--- config.mk ---
export PLATFORM = sky130hd
export DESIGN_NAME = adc_bar_display_flat
export DESIGN_NICKNAME = d
export VERILOG_FILES = /design/src/rtl/adc_display_pkg.sv /design/src/rtl/adc_bar_display_if.sv /design/src/rtl/adc_bar_display_peak_tracker.sv /design/src/rtl/adc_bar_display.sv /design/src/flat_wrapper.sv
export SDC_FILE = /design/constraint.sdc
export NUM_CORES = 1
export LEC_CHECK = 0
export ABC_CLOCK_PERIOD_IN_PS = 2850
export CORE_UTILIZATION = 46
export CTS_CLUSTER_DIAMETER = 200
export DETAILED_ROUTE_END_ITERATION = 10
export PLACE_DENSITY = 0.84
export SLEW_MARGIN = 15
export SYNTH_ARGS = -nofsm -noshare
export SYNTH_HDL_FRONTEND = slang
export SYNTH_SLANG_ARGS = --single-unit
export TNS_END_PERCENT = 20
--- constraint.sdc ---
create_clock -name clock12MHz -period 2.85 [get_ports clock12MHz]
set_input_delay 0.285 -clock clock12MHz [delete_from_list [all_inputs] [get_ports clock12MHz]]
set_output_delay 0.285 -clock clock12MHz [all_outputs]
set_load 0.05 [all_outputs]
--- src/rtl/adc_display_pkg.sv ---
// Shared constants, scan FSM states and bar-level helpers for the ADC bar display.
package adc_display_pkg;

    localparam int NUM_COLS    = 4;
    localparam int NUM_ROWS    = 8;
    localparam int LEVEL_W     = 4;
    localparam int VALUE_W     = 10;
    localparam int ROUND_CONST = 64;
    localparam int LEVEL_SHIFT = 7;

    typedef enum logic {
        S_BLANK = 1'b0,
        S_SHOW  = 1'b1
    } scan_state_t;

    // Bars [level-1:0] lit; level 0 lights nothing, level 8 lights all rows.
    function automatic logic [NUM_ROWS-1:0] thermometer(input logic [LEVEL_W-1:0] level);
        logic [NUM_ROWS-1:0] bars;
        bars = '0;
        for (int i = 0; i < NUM_ROWS; i++) begin
            if (LEVEL_W'(i) < level) begin
                bars[i] = 1'b1;
            end
        end
        return bars;
    endfunction

    // Round-to-nearest bar step: (value + 64) >> 7 in 11 bits, range 0..8.
    function automatic logic [LEVEL_W-1:0] level_of(input logic [VALUE_W-1:0] value);
        logic [VALUE_W:0] sum;
        sum = {1'b0, value} + (VALUE_W + 1)'(ROUND_CONST);
        return sum[VALUE_W:LEVEL_SHIFT];
    endfunction

endpackage

--- src/rtl/adc_bar_display_if.sv ---
// Measurement inputs and LED matrix drive of the bar display.
interface adc_bar_display_if;
    import adc_display_pkg::*;

    logic [VALUE_W-1:0]  value1;
    logic [VALUE_W-1:0]  value2;
    logic [VALUE_W-1:0]  value3;
    logic [VALUE_W-1:0]  value4;
    logic [NUM_ROWS-1:0] ledRowN;
    logic [NUM_COLS-1:0] ledColN;
    logic                frameTick;

    modport master (
        output value1, value2, value3, value4,
        input  ledRowN, ledColN, frameTick
    );

    modport slave (
        input  value1, value2, value3, value4,
        output ledRowN, ledColN, frameTick
    );

endinterface

--- src/rtl/adc_bar_display_peak_tracker.sv ---
// Per-channel peak-hold register with frame-based one-step decay.
module adc_peak_tracker
    import adc_display_pkg::*;
#(
    parameter int PEAK_DECAY_FRAMES = 250
)(
    input  logic               clock12MHz,
    input  logic               resetN,
    input  logic [LEVEL_W-1:0] level,
    input  logic               sampleStrobe,
    input  logic               frameTick,
    output logic [LEVEL_W-1:0] peak
);

    localparam int CNT_W = $clog2(PEAK_DECAY_FRAMES + 1);
    localparam logic [CNT_W-1:0] DECAY_LAST = CNT_W'(PEAK_DECAY_FRAMES - 1);

    logic [CNT_W-1:0]   decayCount;
    logic [LEVEL_W-1:0] heldLevel;

    // Capture new peaks at the sampling strobe; otherwise step the decay on each frame.
    always_ff @(posedge clock12MHz or negedge resetN) begin
        if (!resetN) begin
            peak       <= '0;
            heldLevel  <= '0;
            decayCount <= '0;
        end else if (sampleStrobe) begin
            heldLevel <= level;
            if (level > peak) begin
                peak       <= level;
                decayCount <= '0;
            end
        end else if (frameTick) begin
            if (decayCount == DECAY_LAST) begin
                decayCount <= '0;
                if (peak > heldLevel) begin
                    peak <= peak - LEVEL_W'(1);
                end
            end else begin
                decayCount <= decayCount + CNT_W'(1);
            end
        end
    end

endmodule

--- src/rtl/adc_bar_display.sv ---
// Four-channel ADC bar display: column-scanned 8x4 LED matrix with per-slot blanking.
// Optional peak-hold dots are enabled by defining ADC_BAR_PEAK_HOLD_EN.
module adc_bar_display
    import adc_display_pkg::*;
#(
    parameter int TICKS_PER_COLUMN  = 3000,
    parameter int DEAD_TICKS        = 16,
    parameter int PEAK_DECAY_FRAMES = 250
)(
    input  logic             clock12MHz,
    input  logic             resetN,
    adc_bar_display_if.slave bus
);

    localparam int TICK_W = $clog2(TICKS_PER_COLUMN);
    localparam logic [TICK_W-1:0] LAST_TICK = TICK_W'(TICKS_PER_COLUMN - 1);
    localparam logic [TICK_W-1:0] DEAD_LAST = TICK_W'(DEAD_TICKS - 1);

    if (TICKS_PER_COLUMN <= DEAD_TICKS || DEAD_TICKS < 1 || PEAK_DECAY_FRAMES < 1) begin : gBadParams
        $error("adc_bar_display: invalid scan timing parameters");
    end

    scan_state_t         state, stateNext;
    logic [TICK_W-1:0]   tickCount, tickNext;
    logic [1:0]          column, columnNext;
    logic [LEVEL_W-1:0]  level, levelNext;
    logic [VALUE_W-1:0]  curValue;
    logic                lastTick, sampleNow;
    logic [NUM_ROWS-1:0] rowNextN, peakDot;
    logic [NUM_COLS-1:0] colNextN;
    logic                frameNext;

    // Scan state register: FSM state, slot tick, active column and latched level.
    always_ff @(posedge clock12MHz or negedge resetN) begin
        if (!resetN) begin
            state     <= S_BLANK;
            tickCount <= '0;
            column    <= '0;
            level     <= '0;
        end else begin
            state     <= stateNext;
            tickCount <= tickNext;
            column    <= columnNext;
            level     <= levelNext;
        end
    end

    // Select the measurement belonging to the column being scanned.
    always_comb begin
        curValue = bus.value1;
        case (column)
            2'd0:    curValue = bus.value1;
            2'd1:    curValue = bus.value2;
            2'd2:    curValue = bus.value3;
            default: curValue = bus.value4;
        endcase
    end

    // Next-state logic: slot timing, column advance and the single sampling point.
    always_comb begin
        lastTick   = (tickCount == LAST_TICK);
        sampleNow  = (state == S_BLANK) && (tickCount == DEAD_LAST);
        tickNext   = lastTick ? '0 : tickCount + TICK_W'(1);
        columnNext = lastTick ? column + 2'd1 : column;
        levelNext  = sampleNow ? level_of(curValue) : level;
        stateNext  = state;
        case (state)
            S_BLANK: if (sampleNow) stateNext = S_SHOW;
            S_SHOW:  if (lastTick)  stateNext = S_BLANK;
            default: stateNext = S_BLANK;
        endcase
    end

`ifdef ADC_BAR_PEAK_HOLD_EN
    logic [LEVEL_W-1:0] peak [NUM_COLS];
    logic [LEVEL_W-1:0] shownPeak;

    for (genvar ch = 0; ch < NUM_COLS; ch++) begin : gPeak
        adc_peak_tracker #(
            .PEAK_DECAY_FRAMES(PEAK_DECAY_FRAMES)
        ) uPeak (
            .clock12MHz  (clock12MHz),
            .resetN      (resetN),
            .level       (levelNext),
            .sampleStrobe(sampleNow && (column == 2'(ch))),
            .frameTick   (bus.frameTick),
            .peak        (peak[ch])
        );
    end

    // Peak dot for the column about to be shown; a fresh sample above the stored peak wins.
    always_comb begin
        shownPeak = (levelNext > peak[columnNext]) ? levelNext : peak[columnNext];
        peakDot   = '0;
        if (shownPeak != '0) begin
            peakDot = NUM_ROWS'(1) << (shownPeak - LEVEL_W'(1));
        end
    end
`else
    // Plain thermometer display: no peak dot.
    always_comb begin
        peakDot = '0;
    end
`endif

    // Output decode from next-state values so rows and column enables land on the same edge.
    always_comb begin
        rowNextN  = '1;
        colNextN  = '1;
        frameNext = (tickNext == LAST_TICK) && (columnNext == 2'd3);
        if (stateNext == S_SHOW) begin
            colNextN = ~(4'b0001 << columnNext);
            rowNextN = ~(thermometer(levelNext) | peakDot);
        end
    end

    // Output registers; reset blanks the matrix immediately.
    always_ff @(posedge clock12MHz or negedge resetN) begin
        if (!resetN) begin
            bus.ledRowN   <= '1;
            bus.ledColN   <= '1;
            bus.frameTick <= 1'b0;
        end else begin
            bus.ledRowN   <= rowNextN;
            bus.ledColN   <= colNextN;
            bus.frameTick <= frameNext;
        end
    end

endmodule

--- src/flat_wrapper.sv ---
// flat-port wrapper written by rule: the top's interface ports become plain ports
module adc_bar_display_flat import adc_display_pkg::*;
#(
    parameter int TICKS_PER_COLUMN  = 3000,
    parameter int DEAD_TICKS        = 16,
    parameter int PEAK_DECAY_FRAMES = 250
)
  (clock12MHz, resetN, bus_value1, bus_value2, bus_value3, bus_value4, bus_ledRowN, bus_ledColN, bus_frameTick);
  adc_bar_display_if bus_i ();
  input  logic clock12MHz;
  input  logic resetN;
  input wire logic [$bits(bus_i.value1)-1:0] bus_value1;
  input wire logic [$bits(bus_i.value2)-1:0] bus_value2;
  input wire logic [$bits(bus_i.value3)-1:0] bus_value3;
  input wire logic [$bits(bus_i.value4)-1:0] bus_value4;
  output wire logic [$bits(bus_i.ledRowN)-1:0] bus_ledRowN;
  output wire logic [$bits(bus_i.ledColN)-1:0] bus_ledColN;
  output wire logic [$bits(bus_i.frameTick)-1:0] bus_frameTick;
  assign bus_i.value1 = bus_value1;
  assign bus_i.value2 = bus_value2;
  assign bus_i.value3 = bus_value3;
  assign bus_i.value4 = bus_value4;
  assign bus_ledRowN = bus_i.ledRowN;
  assign bus_ledColN = bus_i.ledColN;
  assign bus_frameTick = bus_i.frameTick;
  adc_bar_display #(.TICKS_PER_COLUMN(TICKS_PER_COLUMN), .DEAD_TICKS(DEAD_TICKS), .PEAK_DECAY_FRAMES(PEAK_DECAY_FRAMES)) u_core (.clock12MHz(clock12MHz), .resetN(resetN), .bus(bus_i));
endmodule
==> results.tsv, run 1 <==
metric	value	unit
syn_to_final_growth	25.1	%
p_seq_frac	0.502	
max_freq	411	MHz
worst-path-max-fanout	5	
grt_pass1_wl	5.46	mm
layout_worst_path_cycle_share	0.853	
hold_path.class	primary input to asynchronous set/reset pin	
cts_made_buffers	5	
yosysWarnings	0	
n_antenna_cell	0	
syn-cell-area	1700	um2
vias_per_cell	5.16	
rsz0062_at_grt	false	
slew_headroom	0.619	
cp.required	3.06	ns
cts_sinks	32	
p_clk_frac	0.364	
ios	55	
layout_common_cells	clkdlybuf4s50_1 (30), nor2_1 (20), dfrtp_1 (20)	
p_leak	0.901	nW
powerDensity	451	nW/um2
switchingPower	0.256	mW
outcome	finished clean	
min_period	2.43	ns
antenna_found_initial	0	
gp_congestion	0.850	
synth_edf_count	0	
clkLatencyLatePin	0.29	ns
synth-seq-cells	32	
avgRoutedWirePerCell	13.5	um
drc	0	
cts_hold_buffers	0	
track_usage	0.181	
hold_viol	0	
p_sw_frac	0.267	
synth_nets	212	
vias	1258	
hold_slack	0.378	ns
reg2reg_depth	9	
die-height	62.8	um
dieArea	3940	um2
cts-root-buf	clkbuf_8	
setup-violations-final	0	
cp.arrival	2.64	ns
ctsResizeCount	0	
ff2ff_setup_slack	0.42	ns
dp_slack	0.534	ns
drive_above_1_share	0.197	
syn_avg_cell_area	10.4	um2
clkTransAtPathRegs	0.07	ns
start_util	0.493	
fill_cells	281	
cts_buffer_depth	2	
dieWidth	62.8	um
path_class	flop to flop	
cts_tree	yes	
synthFlopType	dfrtp_1	
p_int	0.703	mW
antenna_left	0	
core_area	3440	um2
async_reset_ff_frac	1.00	
yosysUniqueCellTypes	44	
numPortBuffers	30	
cts_setup_buffers	0	
start_kind	flop	
layout.cells.most_common	clkdlybuf4s50_1	
fin_tns_setup	0	ns
final_nets	246	
hpwlAfterDp	2.33	mm
tightest_slew	0.567	ns
globalRoute.totalOverflow	0	
p_comb_frac	0.134	
grt_pass1_vias	1209	
drt_iter0_markers	38	
maxCapViolCount	0	
firstDrtPassIters	4	
endpoint_kind	flop	
slew_viol_final	0	
yosysSeqAreaShare	0.480	
routed_wl	3.31	mm
skew	0.00706	ns
grt_max_degree	33	
fin_ws	0.419	ns
synth_cells	163	
h-tree-depth	2	
rows	21	
ir_drop	0.000357	V
## area by class of cell
| type | instances | area, um2 | area share |
|---|---|---|---|
| Clock inverter | 3 | 23.8 | 0.0112 |
| Tap cell | 46 | 57.6 | 0.0271 |
| Clock buffer | 5 | 68.8 | 0.0324 |
| Inverter | 9 | 33.8 | 0.0159 |
| Timing Repair Buffer | 32 | 315 | 0.148 |
| Sequential cell | 32 | 816 | 0.384 |
| Multi-Input combinational cell | 117 | 808 | 0.381 |
## routing by layer
metal / wire length (um) / vias to the layer above / GRT usage
met5: 0 / - / 0
met4: 58 / 0 / 0.0756
met3: 163 / 6 / 0.0493
met2: 1440 / 37 / 0.276
met1: 1640 / 586 / 0.243
li1: - / 629 / -
## critical path: stages, from the launching register on
cell      delay (ns)
dfrtp_1         0.46
inv_1           0.09
ha_1            0.26
a222oi_1        0.38
mux2i_1         0.16
ha_1            0.25
xor2_1          0.35
nand2_1         0.12
o21ai_0         0.16
a21boi_1        0.12
## power groups by stage
stage	registers [mW]	logic, mW	clock network, mW
after floorplan	0.526	0.0333	0
after global placement	0.489	0.126	0
after detailed placement	0.489	0.128	0
after CTS	0.481	0.130	0.354
after global routing	0.483	0.137	0.378
final	0.481	0.129	0.349
## flip-flops by register name, indices dropped and copies added, names as in the netlist
name / flops
u_core.bus.frameTick: 1
u_core.column: 2
u_core.bus.ledRowN: 8
u_core.state: 1
u_core.bus.ledColN: 4
u_core.tickCount: 12
u_core.level: 4
## cell usage after synthesis (2+ instances only)
cell      number  area [um2]
nor2b_1        2        12.5
buf_6          2        22.5
nand2_1       15        56.3
inv_1          9        33.8
nor2_1        20        75.1
nor4_1         3        18.8
dfrtp_1       20         500
nor3_1         2        10.0
and3_2         2        15.0
a21boi_1       2        15.0
xnor2_1        5        43.8
a22oi_1        2        15.0
a21oi_1        6        30.0
nand3_1        7        35.0
xor2_1         9        78.8
nand2_2        2        12.5
buf_2          2        10.0
nand3_2        3        30.0
o21ai_0        4        20.0
dfstp_2       12         315
nor3b_1        3        22.5
a222oi_1       2        20.0
ha_1           7        87.6
mux2i_1        2        20.0
## through the flow
stage                     utilization  power [mW]  area (um2)  instances
after global placement          0.590       0.615        2030        236
after floorplan                     -       0.559        1700        163
after CTS                       0.617       0.965        2120        244
final                           0.617       0.959        2120        244
after detailed placement        0.590       0.617        2030        236
after global routing            0.617       0.998        2120        244
## worst paths after layout
check                                         start                     to
worst max-delay path               u_core.column[0]  u_core.bus.ledRowN[5]
worst min-delay path                         resetN    u_core.tickCount[2]
worst max register to register     u_core.column[0]  u_core.bus.ledRowN[5]
worst min register to register  u_core.tickCount[0]    u_core.tickCount[0]
max in group asynchronous                    resetN  u_core.bus.ledColN[3]
min in group clock12MHz         u_core.tickCount[0]    u_core.tickCount[0]
## kinds of logic after synthesis
family,count (synthesis),synth area share
AOI/OAI and AO/OA,27,0.122
xor gates and xnor gates,14,0.0722
adders and majority gates,7,0.0516
buffers and inverters,14,0.0435
DFF,32,0.480
muxes,3,0.0184
and+or+nand+nor,66,0.212
(Power assumes the default switching activity.)
==> run 2: changes to the inputs <==
--- a/config.mk
+++ b/config.mk
@@ -10,7 +10,7 @@
 export CTS_CLUSTER_DIAMETER = 200
 export DETAILED_ROUTE_END_ITERATION = 10
 export PLACE_DENSITY = 0.84
-export SLEW_MARGIN = 15
+export SLEW_MARGIN = 10
 export SYNTH_ARGS = -nofsm -noshare
 export SYNTH_HDL_FRONTEND = slang
 export SYNTH_SLANG_ARGS = --single-unit
==> results of run 2 <==
Final layout, timing and power as in run 1 (identical DEF).
